==> src/rtl/morse_pkg.sv <==
// morse_pkg: shared types and constants for the Morse receive path.
//   state_t      decoder FSM state encoding
//   SYM_*        symbol bit values stored in the shift register
//   thresholds   mark/space run-length limits in tick units
//   LC_*         3-bit letter codes shared with the transmitter path
package morse_pkg;

  typedef enum logic [1:0] {
    ST_IDLE    = 2'd0,
    ST_MARK    = 2'd1,
    ST_SPACE   = 2'd2,
    ST_ERRWAIT = 2'd3
  } state_t;

  localparam logic SYM_DOT  = 1'b0;
  localparam logic SYM_DASH = 1'b1;

  localparam int DASH_MIN   = 2;
  localparam int DASH_MAX   = 3;
  localparam int LETTER_GAP = 3;
  localparam int MAX_SYM    = 4;

  localparam logic [2:0] LC_S = 3'd0;
  localparam logic [2:0] LC_T = 3'd1;
  localparam logic [2:0] LC_U = 3'd2;
  localparam logic [2:0] LC_V = 3'd3;
  localparam logic [2:0] LC_W = 3'd4;
  localparam logic [2:0] LC_X = 3'd5;
  localparam logic [2:0] LC_Y = 3'd6;
  localparam logic [2:0] LC_Z = 3'd7;

endpackage

==> src/rtl/morse_pattern_lut.sv <==
// morse_pattern_lut: combinational symbol-sequence to letter-code lookup.
//   i_nsym        number of symbols collected (0..4)
//   i_sym         symbols, oldest in the highest used bit, 1 = dash
//   o_lettercode  decoded letter code (LC_S when no hit)
//   o_hit         1 when the sequence is one of S..Z
module morse_pattern_lut
  import morse_pkg::*;
(
  input  logic [2:0] i_nsym,
  input  logic [3:0] i_sym,
  output logic [2:0] o_lettercode,
  output logic       o_hit
);

  // Only the low i_nsym bits are significant; unused upper bits are ignored.
  always_comb begin
    o_lettercode = LC_S;
    o_hit        = 1'b0;
    case (i_nsym)
      3'd1: begin
        if (i_sym[0] == SYM_DASH) begin
          o_lettercode = LC_T;
          o_hit        = 1'b1;
        end
      end
      3'd3: begin
        case (i_sym[2:0])
          3'b000:  begin o_lettercode = LC_S; o_hit = 1'b1; end
          3'b001:  begin o_lettercode = LC_U; o_hit = 1'b1; end
          3'b011:  begin o_lettercode = LC_W; o_hit = 1'b1; end
          default: ;
        endcase
      end
      3'd4: begin
        case (i_sym)
          4'b0001: begin o_lettercode = LC_V; o_hit = 1'b1; end
          4'b1001: begin o_lettercode = LC_X; o_hit = 1'b1; end
          4'b1011: begin o_lettercode = LC_Y; o_hit = 1'b1; end
          4'b1100: begin o_lettercode = LC_Z; o_hit = 1'b1; end
          default: ;
        endcase
      end
      default: ;
    endcase
  end

endmodule

==> src/rtl/morse_decoder.sv <==
// morse_decoder: Morse receiver for letters S..Z, sampled once per tick.
//   clock       system clock
//   reset       asynchronous, active-high
//   tick        unit-time strobe; din is sampled only when tick = 1
//   din         keyed line, 1 = mark
//   lettercode  last decoded letter, held between letters
//   valid       one-cycle pulse when lettercode is updated
//   error       one-cycle pulse on a malformed letter
// Optional: define MORSE_DEC_ERR_EN to report malformed letters on error;
// without it error is 0, any mark of 2+ units is a dash and bad letters
// are dropped silently.
//
// state      | meaning
// -----------+-----------------------------------------------------
// ST_IDLE    | waiting for the first mark of a letter
// ST_MARK    | counting mark units
// ST_SPACE   | counting space units after a symbol
// ST_ERRWAIT | letter discarded; waiting for a clean 3-unit gap
module morse_decoder
  import morse_pkg::*;
#(
  parameter int CNT_W = 4
) (
  input  logic       clock,
  input  logic       reset,
  input  logic       tick,
  input  logic       din,
  output logic [2:0] lettercode,
  output logic       valid,
  output logic       error
);

  localparam logic [CNT_W-1:0] L_ONE      = CNT_W'(1);
  localparam logic [CNT_W-1:0] L_DASH_MIN = CNT_W'(DASH_MIN);
  localparam logic [CNT_W-1:0] L_GAP      = CNT_W'(LETTER_GAP);
  localparam logic [2:0]       L_MAX_SYM  = 3'(MAX_SYM);

  state_t           r_state, w_state_nx;
  logic [CNT_W-1:0] r_mark_cnt, w_mark_nx;
  logic [CNT_W-1:0] r_space_cnt, w_space_nx, w_space_inc;
  logic [3:0]       r_sym, w_sym_nx;
  logic [2:0]       r_nsym, w_nsym_nx;
  logic [2:0]       r_lettercode, w_lc_nx;
  logic             r_valid, w_valid_nx;
  logic [2:0]       w_lut_code;
  logic             w_lut_hit;
  logic             w_is_dash;
  logic             w_abort;

  morse_pattern_lut u_lut (
    .i_nsym       (r_nsym),
    .i_sym        (r_sym),
    .o_lettercode (w_lut_code),
    .o_hit        (w_lut_hit)
  );

  assign w_is_dash   = (r_mark_cnt >= L_DASH_MIN);
  assign w_space_inc = r_space_cnt + L_ONE;

`ifdef MORSE_DEC_ERR_EN
  localparam logic [CNT_W-1:0] L_DASH_MAX = CNT_W'(DASH_MAX);
  logic r_error, w_error_nx;
  // A saturated mark count is still above DASH_MAX, so it aborts too.
  assign w_abort = (r_mark_cnt > L_DASH_MAX) || (r_nsym == L_MAX_SYM);
  assign error   = r_error;
`else
  assign w_abort = (r_nsym == L_MAX_SYM);
  assign error   = 1'b0;
`endif

  assign lettercode = r_lettercode;
  assign valid      = r_valid;

  always_ff @(posedge clock or posedge reset) begin
    if (reset) begin
      r_state      <= ST_IDLE;
      r_mark_cnt   <= '0;
      r_space_cnt  <= '0;
      r_sym        <= '0;
      r_nsym       <= '0;
      r_lettercode <= LC_S;
      r_valid      <= 1'b0;
`ifdef MORSE_DEC_ERR_EN
      r_error      <= 1'b0;
`endif
    end else begin
      r_state      <= w_state_nx;
      r_mark_cnt   <= w_mark_nx;
      r_space_cnt  <= w_space_nx;
      r_sym        <= w_sym_nx;
      r_nsym       <= w_nsym_nx;
      r_lettercode <= w_lc_nx;
      r_valid      <= w_valid_nx;
`ifdef MORSE_DEC_ERR_EN
      r_error      <= w_error_nx;
`endif
    end
  end

  always_comb begin
    w_state_nx = r_state;
    w_mark_nx  = r_mark_cnt;
    w_space_nx = r_space_cnt;
    w_sym_nx   = r_sym;
    w_nsym_nx  = r_nsym;
    w_lc_nx    = r_lettercode;
    w_valid_nx = 1'b0;
`ifdef MORSE_DEC_ERR_EN
    w_error_nx = 1'b0;
`endif
    if (tick) begin
      case (r_state)
        ST_IDLE: begin
          if (din) begin
            w_state_nx = ST_MARK;
            w_mark_nx  = L_ONE;
            w_nsym_nx  = '0;
            // Clearing sym keeps unused upper bits zero for the lookup.
            w_sym_nx   = '0;
          end
        end
        ST_MARK: begin
          if (din) begin
            if (r_mark_cnt != '1) w_mark_nx = r_mark_cnt + L_ONE;
          end else if (w_abort) begin
            // The falling edge already counts as the first gap unit.
            w_state_nx = ST_ERRWAIT;
            w_space_nx = L_ONE;
`ifdef MORSE_DEC_ERR_EN
            w_error_nx = 1'b1;
`endif
          end else begin
            w_sym_nx   = {r_sym[2:0], w_is_dash};
            w_nsym_nx  = r_nsym + 3'd1;
            w_state_nx = ST_SPACE;
            w_space_nx = L_ONE;
          end
        end
        ST_SPACE: begin
          if (din) begin
            w_state_nx = ST_MARK;
            w_mark_nx  = L_ONE;
          end else begin
            w_space_nx = w_space_inc;
            if (w_space_inc == L_GAP) begin
              w_state_nx = ST_IDLE;
              if (w_lut_hit) begin
                w_lc_nx    = w_lut_code;
                w_valid_nx = 1'b1;
              end
`ifdef MORSE_DEC_ERR_EN
              else begin
                w_error_nx = 1'b1;
              end
`endif
            end
          end
        end
        ST_ERRWAIT: begin
          if (din) begin
            w_space_nx = '0;
          end else begin
            w_space_nx = w_space_inc;
            if (w_space_inc == L_GAP) w_state_nx = ST_IDLE;
          end
        end
        default: w_state_nx = ST_IDLE;
      endcase
    end
  end

endmodule

==> config.mk <==
export PLATFORM = sky130hd
export DESIGN_NAME = morse_decoder
export DESIGN_NICKNAME = d
export VERILOG_FILES = /design/src/rtl/morse_pkg.sv /design/src/rtl/morse_pattern_lut.sv /design/src/rtl/morse_decoder.sv
export SDC_FILE = /design/constraint.sdc
export NUM_CORES = 1
export LEC_CHECK = 0
export ABC_AREA = 1
export ABC_CLOCK_PERIOD_IN_PS = 2100
export CAP_MARGIN = 20
export CORE_MARGIN = 1.5
export CORE_UTILIZATION = 25
export DETAILED_ROUTE_END_ITERATION = 10
export GPL_ROUTABILITY_DRIVEN = 1
export GPL_TIMING_DRIVEN = 0
export SETUP_SLACK_MARGIN = 0.5
export SLEW_MARGIN = 20
export SYNTH_ARGS = -nofsm -noshare
export SYNTH_HDL_FRONTEND = slang
export SYNTH_SLANG_ARGS = --single-unit
export TNS_END_PERCENT = 10
==> constraint.sdc <==
create_clock -name clock -period 2.1 [get_ports clock]
set_clock_uncertainty 0.1 [all_clocks]
set_input_delay 0.525 -clock clock [delete_from_list [all_inputs] [get_ports clock]]
set_output_delay 0.525 -clock clock [all_outputs]
set_load 0.01 [all_outputs]
==> impl_metrics.ini <==
[global_routing]
grt_pass1_vias = 1081
grt_pass1_wl_um = 4710
grt_max_degree = 22
antenna_found_initial = 0
groute.usage.overall = 0.0972
overflow = 0

[worst_setup_path]
critical_path_cell_count = 1
path_class = register to output pin
ff2ff_path_depth = 9
critPathRequiredTime_ns = 1.47
critPathBufInv = 1
arrival_ns = 1.14
critPathMaxStageDelay_ns = 0.53
crit_chain = clkdlybuf4s50_1
critPathTopFamily = buffers and inverters
cp_slowest_cell = clkdlybuf4s50_1
worstSetupStartpointType = register
critPathMaxFanout = 2
cp-end-kind = output pin

[floorplanning]
start_util = 0.265
die_y_um = 77.5
fp-row-count = 26
die_x_um = 77.5
core_area_mm2 = 0.00524
dieArea_mm2 = 0.00601
boundaryPins = 9

[finish]
diodes = 0
layout-drive-gt1-share = 0.152
postLayoutCoreUtil = 0.307
nFillCells = 585
syn2layout_area_growth_pct = 15.9
num-nets-final = 210

[timing]
slew-limit-headroom = 0.459
grt_setup_unrepaired = yes
worst_pin_slew_ns = 0.811
drv_slew = 0
layout_min_cycle_time_ns = 1.77
timing_hold_violations_final = 0
tns_ns = 0
setup_viol_count_final = 0
fin_crit_sh = 0.841
max_freq_mhz = 566

[logic_synthesis]
synth_seq_cells = 21
post_synth.cell_area_avg_um2 = 7.51
yosysSeqAreaShare = 0.378
yosys_warnings = 0
synth_area_mm2 = 0.00139
synth_fp_nets = 197
netlist_instances = 185
synth.distinct_cells = 29

[routing]
route.detailed.drc = 0
via_per_inst = 4.22
vias = 1126
drt_iter0_drc = 32
wl_per_cell_um = 9.72
dr.pass1.iters = 4
ant_nets = 0
routed_wl_um = 2590

[clock_tree]
clockBufferDepth = 2
path_clk_slew_ns = 0.08
root_buffer = clkbuf_8
cts_tree = built
cts_made_buffers = 3
cts_sinks = 21
ctsHoldBuffers = 0
cts.htree.levels = 1
clk_latency_ns = 0.26

[status]
status = complete, no violations

[placement]
dp.final_hpwl_um = 2000
io_buffers = 7
gp_congestion = 0.834

[power]
irDropWorstVdd_v = 0.000270
pwr_density_cell_mw_per_mm2 = 1010
power.leakage_uw = 0.000864

[min_path]
worstHoldPathCells = 2
hp-class = register to register

[job]
maxCapViolCount = 0
## registers in the layout (all words and copies together), names as in the netlist
register	flops
lettercode	3
r_mark_cnt	4
r_nsym	3
r_space_cnt	4
r_state	2
r_sym	4
valid	1
## final timing paths
kind / startpoint / endpoint / slack, ns
min in group asynchronous: reset / lettercode[2] / 0.62
setup / recovery: lettercode[1] / lettercode[1] / 0.33
hold / removal: lettercode[2] / lettercode[2] / 0.38
setup reg to reg: r_nsym[0] / r_sym[0] / 0.46
hold reg to reg: lettercode[2] / lettercode[2] / 0.38
max in group asynchronous: reset / r_mark_cnt[0] / 0.77
## worst reg2reg max path, cell delays in order, from the launching register on
cell and delay, ns:
dfrtp_1 0.41, inv_1 0.06, ha_1 0.21, nand2_1 0.09, inv_1 0.11, o21ai_1 0.16, nand2_2 0.14, inv_4 0.11
nand2_4 0.08, o21ai_2 0.11
## synthesized netlist by cell type
library cell | count | area (um2)
nand2_4 | 1 | 11.3
o21ai_2 | 6 | 52.6
nor2_2 | 3 | 18.8
o22ai_1 | 1 | 6.26
conb_1 | 1 | 3.75
o21ai_1 | 5 | 25.0
nor2_1 | 9 | 33.8
o21ai_0 | 10 | 50.1
nand3_1 | 17 | 85.1
inv_2 | 2 | 7.51
nand2_2 | 4 | 25.0
xor2_1 | 1 | 8.76
nor3_2 | 1 | 10.0
nand4_1 | 3 | 18.8
a2bb2oi_1 | 1 | 8.76
buf_6 | 2 | 22.5
ha_1 | 8 | 100
clkbuf_2 | 1 | 5.00
inv_4 | 1 | 6.26
or2_0 | 1 | 6.26
a21boi_0 | 1 | 7.51
dfrtp_1 | 21 | 526
buf_4 | 1 | 7.51
nor2_4 | 2 | 22.5
nor4_1 | 1 | 6.26
a21oi_1 | 3 | 15.0
inv_1 | 29 | 109
nand3_2 | 1 | 10.0
nand2_1 | 48 | 180
## kinds of logic after synthesis
| family | after synthesis | share of synthesized area |
|---|---|---|
| fa+ha+maj | 8 | 0.0721 |
| simple gates | 91 | 0.308 |
| other cells | 1 | 0.00270 |
| buf+inv | 36 | 0.114 |
| flops | 21 | 0.378 |
| xor+xnor | 1 | 0.00631 |
| compound gates | 27 | 0.119 |
## power breakdown
group,internal (uW),leakage (uW),switching [uW]
Clock,135,0.0000228,130
Sequential,520,0.000273,105
Combinational,273,0.000568,457
Total,928,0.000864,692
## placed cells by master (no fill, tap or decap), types with 2 or more instances in the layout
cell              n
o21ai_1           5
nor2_1            9
nand2_1          48
buf_6             2
nand3_1          16
o21ai_2           6
o21ai_0          10
clkbuf_8          3
ha_1              8
dfrtp_1          21
nand4_1           3
clkdlybuf4s50_1   3
buf_4             2
dlymetal6s2s_1    3
nand3_2           2
a21oi_1           3
nand2_2           4
inv_2             2
inv_1            29
nor2_4            2
nor2_2            3
## area by class of cell
| cell class | count | area (um2) | share of cell area |
|---|---|---|---|
| plain buffers | 4 | 35.0 | 0.0218 |
| repair buffers | 8 | 83.8 | 0.0521 |
| multi-input cells | 128 | 711 | 0.441 |
| clock buffers | 4 | 45.0 | 0.0280 |
| inverters | 32 | 123 | 0.0761 |
| flip-flops and latches | 21 | 526 | 0.326 |
| well taps | 70 | 87.6 | 0.0544 |
## timing repair
| item | in CTS | in global routing |
|---|---|---|
| endpoints found under the hold margin | 0 | 0 |
| gates resized for setup | 1 | 4 |
| setup endpoints to repair | 19 | 19 |
| setup buffers | 0 | 1 |
## through the flow
step | setup slack (ns) | std cells | hold WS, ns | instance area (um2) | power, uW
3_3_place_gp | 0.0363 | 262 | 0.361 | 1550 | 1340
6_report | 0.335 | 267 | 0.378 | 1610 | 1620
2_1_floorplan | 0.600 | 185 | 0.400 | 1390 | 1200
4_1_cts | 0.312 | 266 | 0.384 | 1590 | 1640
3_5_place_dp | 0.0388 | 262 | 0.364 | 1550 | 1360
5_1_grt | 0.293 | 267 | 0.405 | 1610 | 1790
## routing by layer
layer,track usage,wire length (um)
met5,0,0
met4,0.0327,34
met3,0.0247,86
met2,0.165,1170
met1,0.119,1310
Note: power is estimated with default switching activity, not from simulation.
